**config.mk**
```make
export PLATFORM = sky130hd
export DESIGN_NAME = ip_hdr_tx
export DESIGN_NICKNAME = d
export VERILOG_FILES = /design/src/rtl/ip_hdr_tx.sv
export SDC_FILE = /design/constraint.sdc
export NUM_CORES = 1
export LEC_CHECK = 0
export BUFFER_PORTS_ARGS = -buffer_cell sky130_fd_sc_hd__buf_2
export CORE_MARGIN = 3
export CORE_UTILIZATION = 30
export DETAILED_ROUTE_END_ITERATION = 6
export GPL_ROUTABILITY_DRIVEN = 1
export PLACE_DENSITY = 0.42
export SETUP_SLACK_MARGIN = 0.3
export SLEW_MARGIN = 20
export SYNTH_ARGS = -nofsm -noshare
export SYNTH_HDL_FRONTEND = slang
export SYNTH_SLANG_ARGS = --single-unit
```
**constraint.sdc**
```tcl
create_clock -name i_clk -period 6.3 [get_ports i_clk]
set_input_delay 0.315 -clock i_clk [delete_from_list [all_inputs] [get_ports i_clk]]
set_output_delay 0.315 -clock i_clk [all_outputs]
set_load 0.1 [all_outputs]
```
**src/rtl/ip_hdr_tx.sv**
```systemverilog
`default_nettype none
// ip_hdr_tx: owns the 20-byte IP header buffer and streams header + payload frames.
// Define IP_HDR_TX_PAD_EN to zero-pad payloads shorter than PAD_MIN bytes.
module ip_hdr_tx #(
   parameter int MAX_PAYLOAD = 1480,
   parameter int PAD_MIN     = 26
) (
   input  logic        i_clk,
   input  logic        i_rst_n,
   input  logic [4:0]  i_iph_idx,
   input  logic [7:0]  i_iph_byte,
   input  logic        i_wr_iph_en,
   input  logic        i_iph_ready,
   input  logic [15:0] i_data_length,
   input  logic [7:0]  i_pl_data,
   input  logic        i_pl_valid,
   output logic        o_pl_ready,
   output logic [7:0]  o_tx_data,
   output logic        o_tx_valid,
   input  logic        i_tx_ready,
   output logic        o_tx_sof,
   output logic        o_tx_eof,
   output logic        o_busy,
   output logic        o_err
);

   localparam int HDR_BYTES = 20;
`ifdef IP_HDR_TX_PAD_EN
   localparam logic PAD_EN = 1'b1;
`else
   localparam logic PAD_EN = 1'b0;
`endif

   localparam logic [7:0] HDR_RST [HDR_BYTES] = '{
      8'h45, 8'h00, 8'h00, 8'h00, 8'h00, 8'h00, 8'h40, 8'h00, 8'h40, 8'h11,
      8'h00, 8'h00, 8'hC0, 8'hA8, 8'h01, 8'h05, 8'hFF, 8'hFF, 8'hFF, 8'hFF
   };

   typedef enum logic [2:0] {
      ST_IDLE = 3'd0,
      ST_HDR  = 3'd1,
      ST_PAY  = 3'd2,
      ST_DONE = 3'd3
`ifdef IP_HDR_TX_PAD_EN
      , ST_PAD = 3'd4
`endif
   } state_t;

   state_t      state_q, state_d;
   logic [7:0]  hdr_q [HDR_BYTES];
   logic [4:0]  hcnt_q, hcnt_d;
   logic [15:0] pcnt_q, pcnt_d;
   logic [15:0] len_q, len_d;
   logic        rdy_s1_q, rdy_s2_q;
   logic        err_q;

   logic start, len_bad, hdr_wr, hdr_drop, hdr_last, pay_last, need_pad;

   // Edge taken between two register stages: one cycle to sample, one to enter HDR.
   assign start    = rdy_s1_q & ~rdy_s2_q & (state_q == ST_IDLE);
   assign len_bad  = i_data_length > 16'(MAX_PAYLOAD);
   assign hdr_wr   = i_wr_iph_en & (state_q == ST_IDLE) & (i_iph_idx < 5'(HDR_BYTES));
   assign hdr_drop = i_wr_iph_en & (state_q != ST_IDLE);
   assign hdr_last = hcnt_q == 5'(HDR_BYTES - 1);
   assign pay_last = pcnt_q == (len_q - 16'd1);
   assign need_pad = PAD_EN & (len_q < 16'(PAD_MIN));
   assign o_busy   = state_q != ST_IDLE;
   assign o_err    = err_q;

   always_ff @(posedge i_clk or negedge i_rst_n) begin
      if (!i_rst_n) begin
         for (int i = 0; i < HDR_BYTES; i++) begin
            hdr_q[i] <= HDR_RST[i];
         end
      end else if (hdr_wr) begin
         hdr_q[i_iph_idx] <= i_iph_byte;
      end
   end

   always_ff @(posedge i_clk or negedge i_rst_n) begin
      if (!i_rst_n) begin
         state_q  <= ST_IDLE;
         hcnt_q   <= '0;
         pcnt_q   <= '0;
         len_q    <= '0;
         rdy_s1_q <= 1'b0;
         rdy_s2_q <= 1'b0;
         err_q    <= 1'b0;
      end else begin
         state_q  <= state_d;
         hcnt_q   <= hcnt_d;
         pcnt_q   <= pcnt_d;
         len_q    <= len_d;
         rdy_s1_q <= i_iph_ready;
         rdy_s2_q <= rdy_s1_q;
         if (hdr_drop || (start && len_bad)) begin
            err_q <= 1'b1;
         end
      end
   end

   always_comb begin
      state_d    = state_q;
      hcnt_d     = hcnt_q;
      pcnt_d     = pcnt_q;
      len_d      = len_q;
      o_tx_valid = 1'b0;
      o_tx_data  = 8'h00;
      o_tx_sof   = 1'b0;
      o_tx_eof   = 1'b0;
      o_pl_ready = 1'b0;
      case (state_q)
         ST_IDLE: begin
            if (start) begin
               len_d = i_data_length;
               if (!len_bad) begin
                  hcnt_d  = '0;
                  state_d = ST_HDR;
               end
            end
         end
         ST_HDR: begin
            o_tx_valid = 1'b1;
            o_tx_data  = hdr_q[hcnt_q];
            o_tx_sof   = hcnt_q == 5'd0;
            o_tx_eof   = hdr_last & (len_q == 16'd0) & ~need_pad;
            if (i_tx_ready) begin
               if (hdr_last) begin
                  pcnt_d = '0;
                  if (len_q != 16'd0) begin
                     state_d = ST_PAY;
                  end else begin
`ifdef IP_HDR_TX_PAD_EN
                     state_d = need_pad ? ST_PAD : ST_DONE;
`else
                     state_d = ST_DONE;
`endif
                  end
               end else begin
                  hcnt_d = hcnt_q + 5'd1;
               end
            end
         end
         ST_PAY: begin
            o_tx_valid = i_pl_valid;
            o_tx_data  = i_pl_data;
            o_pl_ready = i_tx_ready;
            o_tx_eof   = pay_last & ~need_pad;
            if (i_pl_valid && i_tx_ready) begin
               pcnt_d = pcnt_q + 16'd1;
               if (pay_last) begin
`ifdef IP_HDR_TX_PAD_EN
                  state_d = need_pad ? ST_PAD : ST_DONE;
`else
                  state_d = ST_DONE;
`endif
               end
            end
         end
`ifdef IP_HDR_TX_PAD_EN
         // pcnt keeps counting from len so the frame ends at PAD_MIN payload bytes.
         ST_PAD: begin
            o_tx_valid = 1'b1;
            o_tx_eof   = pcnt_q == 16'(PAD_MIN - 1);
            if (i_tx_ready) begin
               pcnt_d = pcnt_q + 16'd1;
               if (pcnt_q == 16'(PAD_MIN - 1)) begin
                  state_d = ST_DONE;
               end
            end
         end
`endif
         ST_DONE: begin
            state_d = ST_IDLE;
         end
         default: begin
            state_d = ST_IDLE;
         end
      endcase
   end

endmodule
`default_nettype wire
```
==> impl_metrics.yaml <==
outcome:
  status: "finished clean"
grt:
  grt_pass1_wl_um: 41600
  grt_util_all_layers: 0.151
  grt_antenna_before_repair: 1
  grt_pass1_vias: 6722
  grt_overflow_total: 0
  grt_max_degree: 87
clock_tree:
  htreeDepth: 1
  clock-sinks: 202
  cts_tree: "built"
  cts_buffer_depth: 3
  cts_buffers: 25
  path_clk_slew_ns: 0.06
  cts_root_buf: "clkbuf_16"
  clk_latency_ns: 0.53
timing:
  worst_pin_slew_ns: 0.966
  slew_headroom: 0.356
  tns_ns: 0
  setup_viol: 0
  skew_ns: 0.00699
  period_needed_ns: 4.27
  slew_violations: 0
  timing.final.crit_share: 0.678
  rsz0062_at_grt: "false"
  fmax_mhz: 234
  hold_violations: 0
pwr:
  power_density_mw_per_mm2: 397
  leakage_nw: 5.05
  comb_power_share: 0.292
  switchingPower_mw: 1.56
  p_total_mw: 4.62
  vdd_ir_drop_max_uv: 180
  swShare: 0.339
  pwr-share-clk: 0.300
  power.internal_mw: 3.05
  p_seq_frac: 0.409
logic_synthesis:
  netlist_top_cells_area: "dfrtp_1, mux2_2, dfstp_2"
  synth_top_family_by_area: "multiplexers"
  ys_types: 56
  synth_top_cell_area_share: 0.384
  ys.flop_type: "dfrtp_1"
  synth-xor-area-share: 0.0260
  synth-seq-cells: 202
  synth_area_per_cell_um2: 13.7
  synthCells: 737
  synth_top_cell_by_area: "dfrtp_1"
  synth_compound_area_frac: 0.0342
  ys_seq_area_frac: 0.506
  synth_edf_count: 0
  synth_fp_nets: 788
  synth-async-reset-ratio: 1.00
  synth_simple_gate_area_frac: 0.0882
  synth_area_mm2: 0.0101
  synth_warnings: 0
  synth.area.mux_share: 0.311
  synthAdderAreaFrac: 0.00990
die:
  fp-row-count: 66
  die_h_um: 190
  die_x_um: 190
  dieArea_mm2: 0.0359
  core_area_mm2: 0.0329
  pin_count: 57
  initial_core_util: 0.307
placed_design:
  gp_congestion: 0.755
  io_buffers: 56
  dpl.hpwl_um: 18200
layout:
  fin_nets: 834
  num-fill-cells: 3216
  drive_above_1_share: 0.485
  areaGrowthSynthToFinish_pct: 15.2
critical_path:
  slowest_delay_ns: 0.99
  crit_path_top_delay_cell: "dfrtp_2"
  cp_data_arrival_time_ns: 3.95
  worstSetupEndpointType: "output port"
  cp_max_fo: 26
  worst-setup-path-type: "reg2out"
  cp_cell_sequence: "buf_4 > mux4_2 > mux4_2 > a222oi_1 > nor2b_1 > buf_2"
  cp_common_cell: "mux4_2"
  startpoint_type: "register"
  required_ns: 5.98
drt:
  wl_um: 26700
  antenna_left: 0
  routedWlPerCell_um: 21.5
  viasPerCell: 5.00
  firstDrtPassIters: 6
  drtIter0Drc: 278
  routed-via-count: 6219
  route.detailed.drc: 0
min_path:
  min_path_type: "in2reg"
flow_run:
  cap_viol_max_count: 0
[stage by stage]
step	instance area, um2	hold WS [ns]	utilization	worst slack, ns	std cells
after floorplan	10100	0.0194	-	2.71	737
after global placement	10800	0.366	0.329	2.56	1196
after detailed placement	10800	0.378	0.329	2.50	1196
after CTS	11600	0.0123	0.354	1.94	1244
after global routing	11600	0.0183	0.354	1.76	1245
final	11600	0.0332	0.354	2.03	1245
[sequential cells by signal, summed over array words and instances (netlist names)]
name	flops
hcnt_q	5
hdr_q	160
len_q	16
o_err	1
pcnt_q	16
rdy_s1_q	1
rdy_s2_q	1
state_q	2
[layout by cell type, fill, tap and decap left out, types with 3 or more instances in the layout]
master,Yosys,routed
buf_4,0,9
ha_1,8,8
nor3b_1,5,5
o31ai_1,4,4
clkbuf_8,0,5
a222oi_1,8,8
nor3_1,13,13
nand2_1,29,29
and3_1,8,8
clkbuf_1,36,9
inv_1,13,13
o221ai_1,3,3
or3_1,4,4
buf_2,7,55
mux2_2,180,180
clkinv_2,0,5
xnor2_1,14,14
a21oi_1,7,7
nand2b_1,4,4
and2_1,4,4
clkbuf_16,0,25
o21ai_0,11,11
nor2_1,29,29
nor2b_1,16,16
nand3_1,19,19
nand3b_1,5,5
dfrtp_1,155,153
nand4_1,7,7
a22o_1,3,3
dfstp_2,47,47
xor2_1,16,16
mux4_2,48,48
[worst max-delay path: cells and delay by family, from the launching register on]
family / cells / cell delay [ns]
flip-flops: 1 / 0.99
buffers and inverters: 2 / 0.81
AO/OA/AOI/OAI: 1 / 0.38
multiplexers: 2 / 1.10
AND/OR/NAND/NOR: 1 / 0.10
[final timing paths]
path | cells after the start | slack, ns | to | from
min | 2 | 0.03 | len_q[3] | i_data_length[3]
min in group asynchronous | 2 | 0.41 | hdr_q[88] | i_rst_n
max | 6 | 2.03 | o_tx_data[6] | hcnt_q[0]
min reg2reg | 0 | 0.39 | rdy_s2_q | rdy_s1_q
max in group asynchronous | 3 | 4.57 | hdr_q[54] | i_rst_n
max reg2reg | 9 | 2.76 | pcnt_q[11] | hcnt_q[0]
[timing repair]
item	CTS	global route
resized for setup	0	0
setup buffers	0	0
hold buffers	2	0
hold endpoints to repair	67	0
[Yosys cell counts, drive strengths merged (12+ instances only)]
cell type,instances
mux4,48
inv,13
xnor2,14
nand2,29
mux2,182
nor2,30
nand3,19
xor2,16
buf,12
nor2b,16
clkbuf,36
nor3,15
dfrtp,155
o21ai,12
dfstp,47
[kinds of logic after synthesis]
kind of cell	after synthesis
fa+ha+maj	8
flops	202
mux	231
simple gates	157
compound gates	48
buf+inv	61
xor+xnor	30
[power groups by stage]
stage               clock (mW)  combinational, mW  sequential (mW)
CTS                       1.43               1.37             1.89
floorplan                    0               1.18             1.75
finish                    1.38               1.35             1.89
global route              1.48               1.46             1.94
global placement             0               1.34             1.90
detailed placement           0               1.36             1.92
[layer usage]
metal  track usage  part of all wire  up-vias
li1              -                 -     2818
met1         0.196              0.44     3269
met2         0.263              0.50       90
met3        0.0210             0.030       42
met4        0.0432             0.029        0
met5             0                 0        -
[final cells by class]
class / instances / area, um2 / area share
clock inverters: 8 / 83.8 / 0.00720
flip-flops and latches: 202 / 5120 / 0.439
diodes: 1 / 2.50 / 0.000215
well taps: 442 / 553 / 0.0475
inverters: 13 / 48.8 / 0.00419
repair buffers: 67 / 377 / 0.0324
multi-input cells: 474 / 4750 / 0.408
clock buffers: 38 / 714 / 0.0614
(Power assumes the default switching activity.)
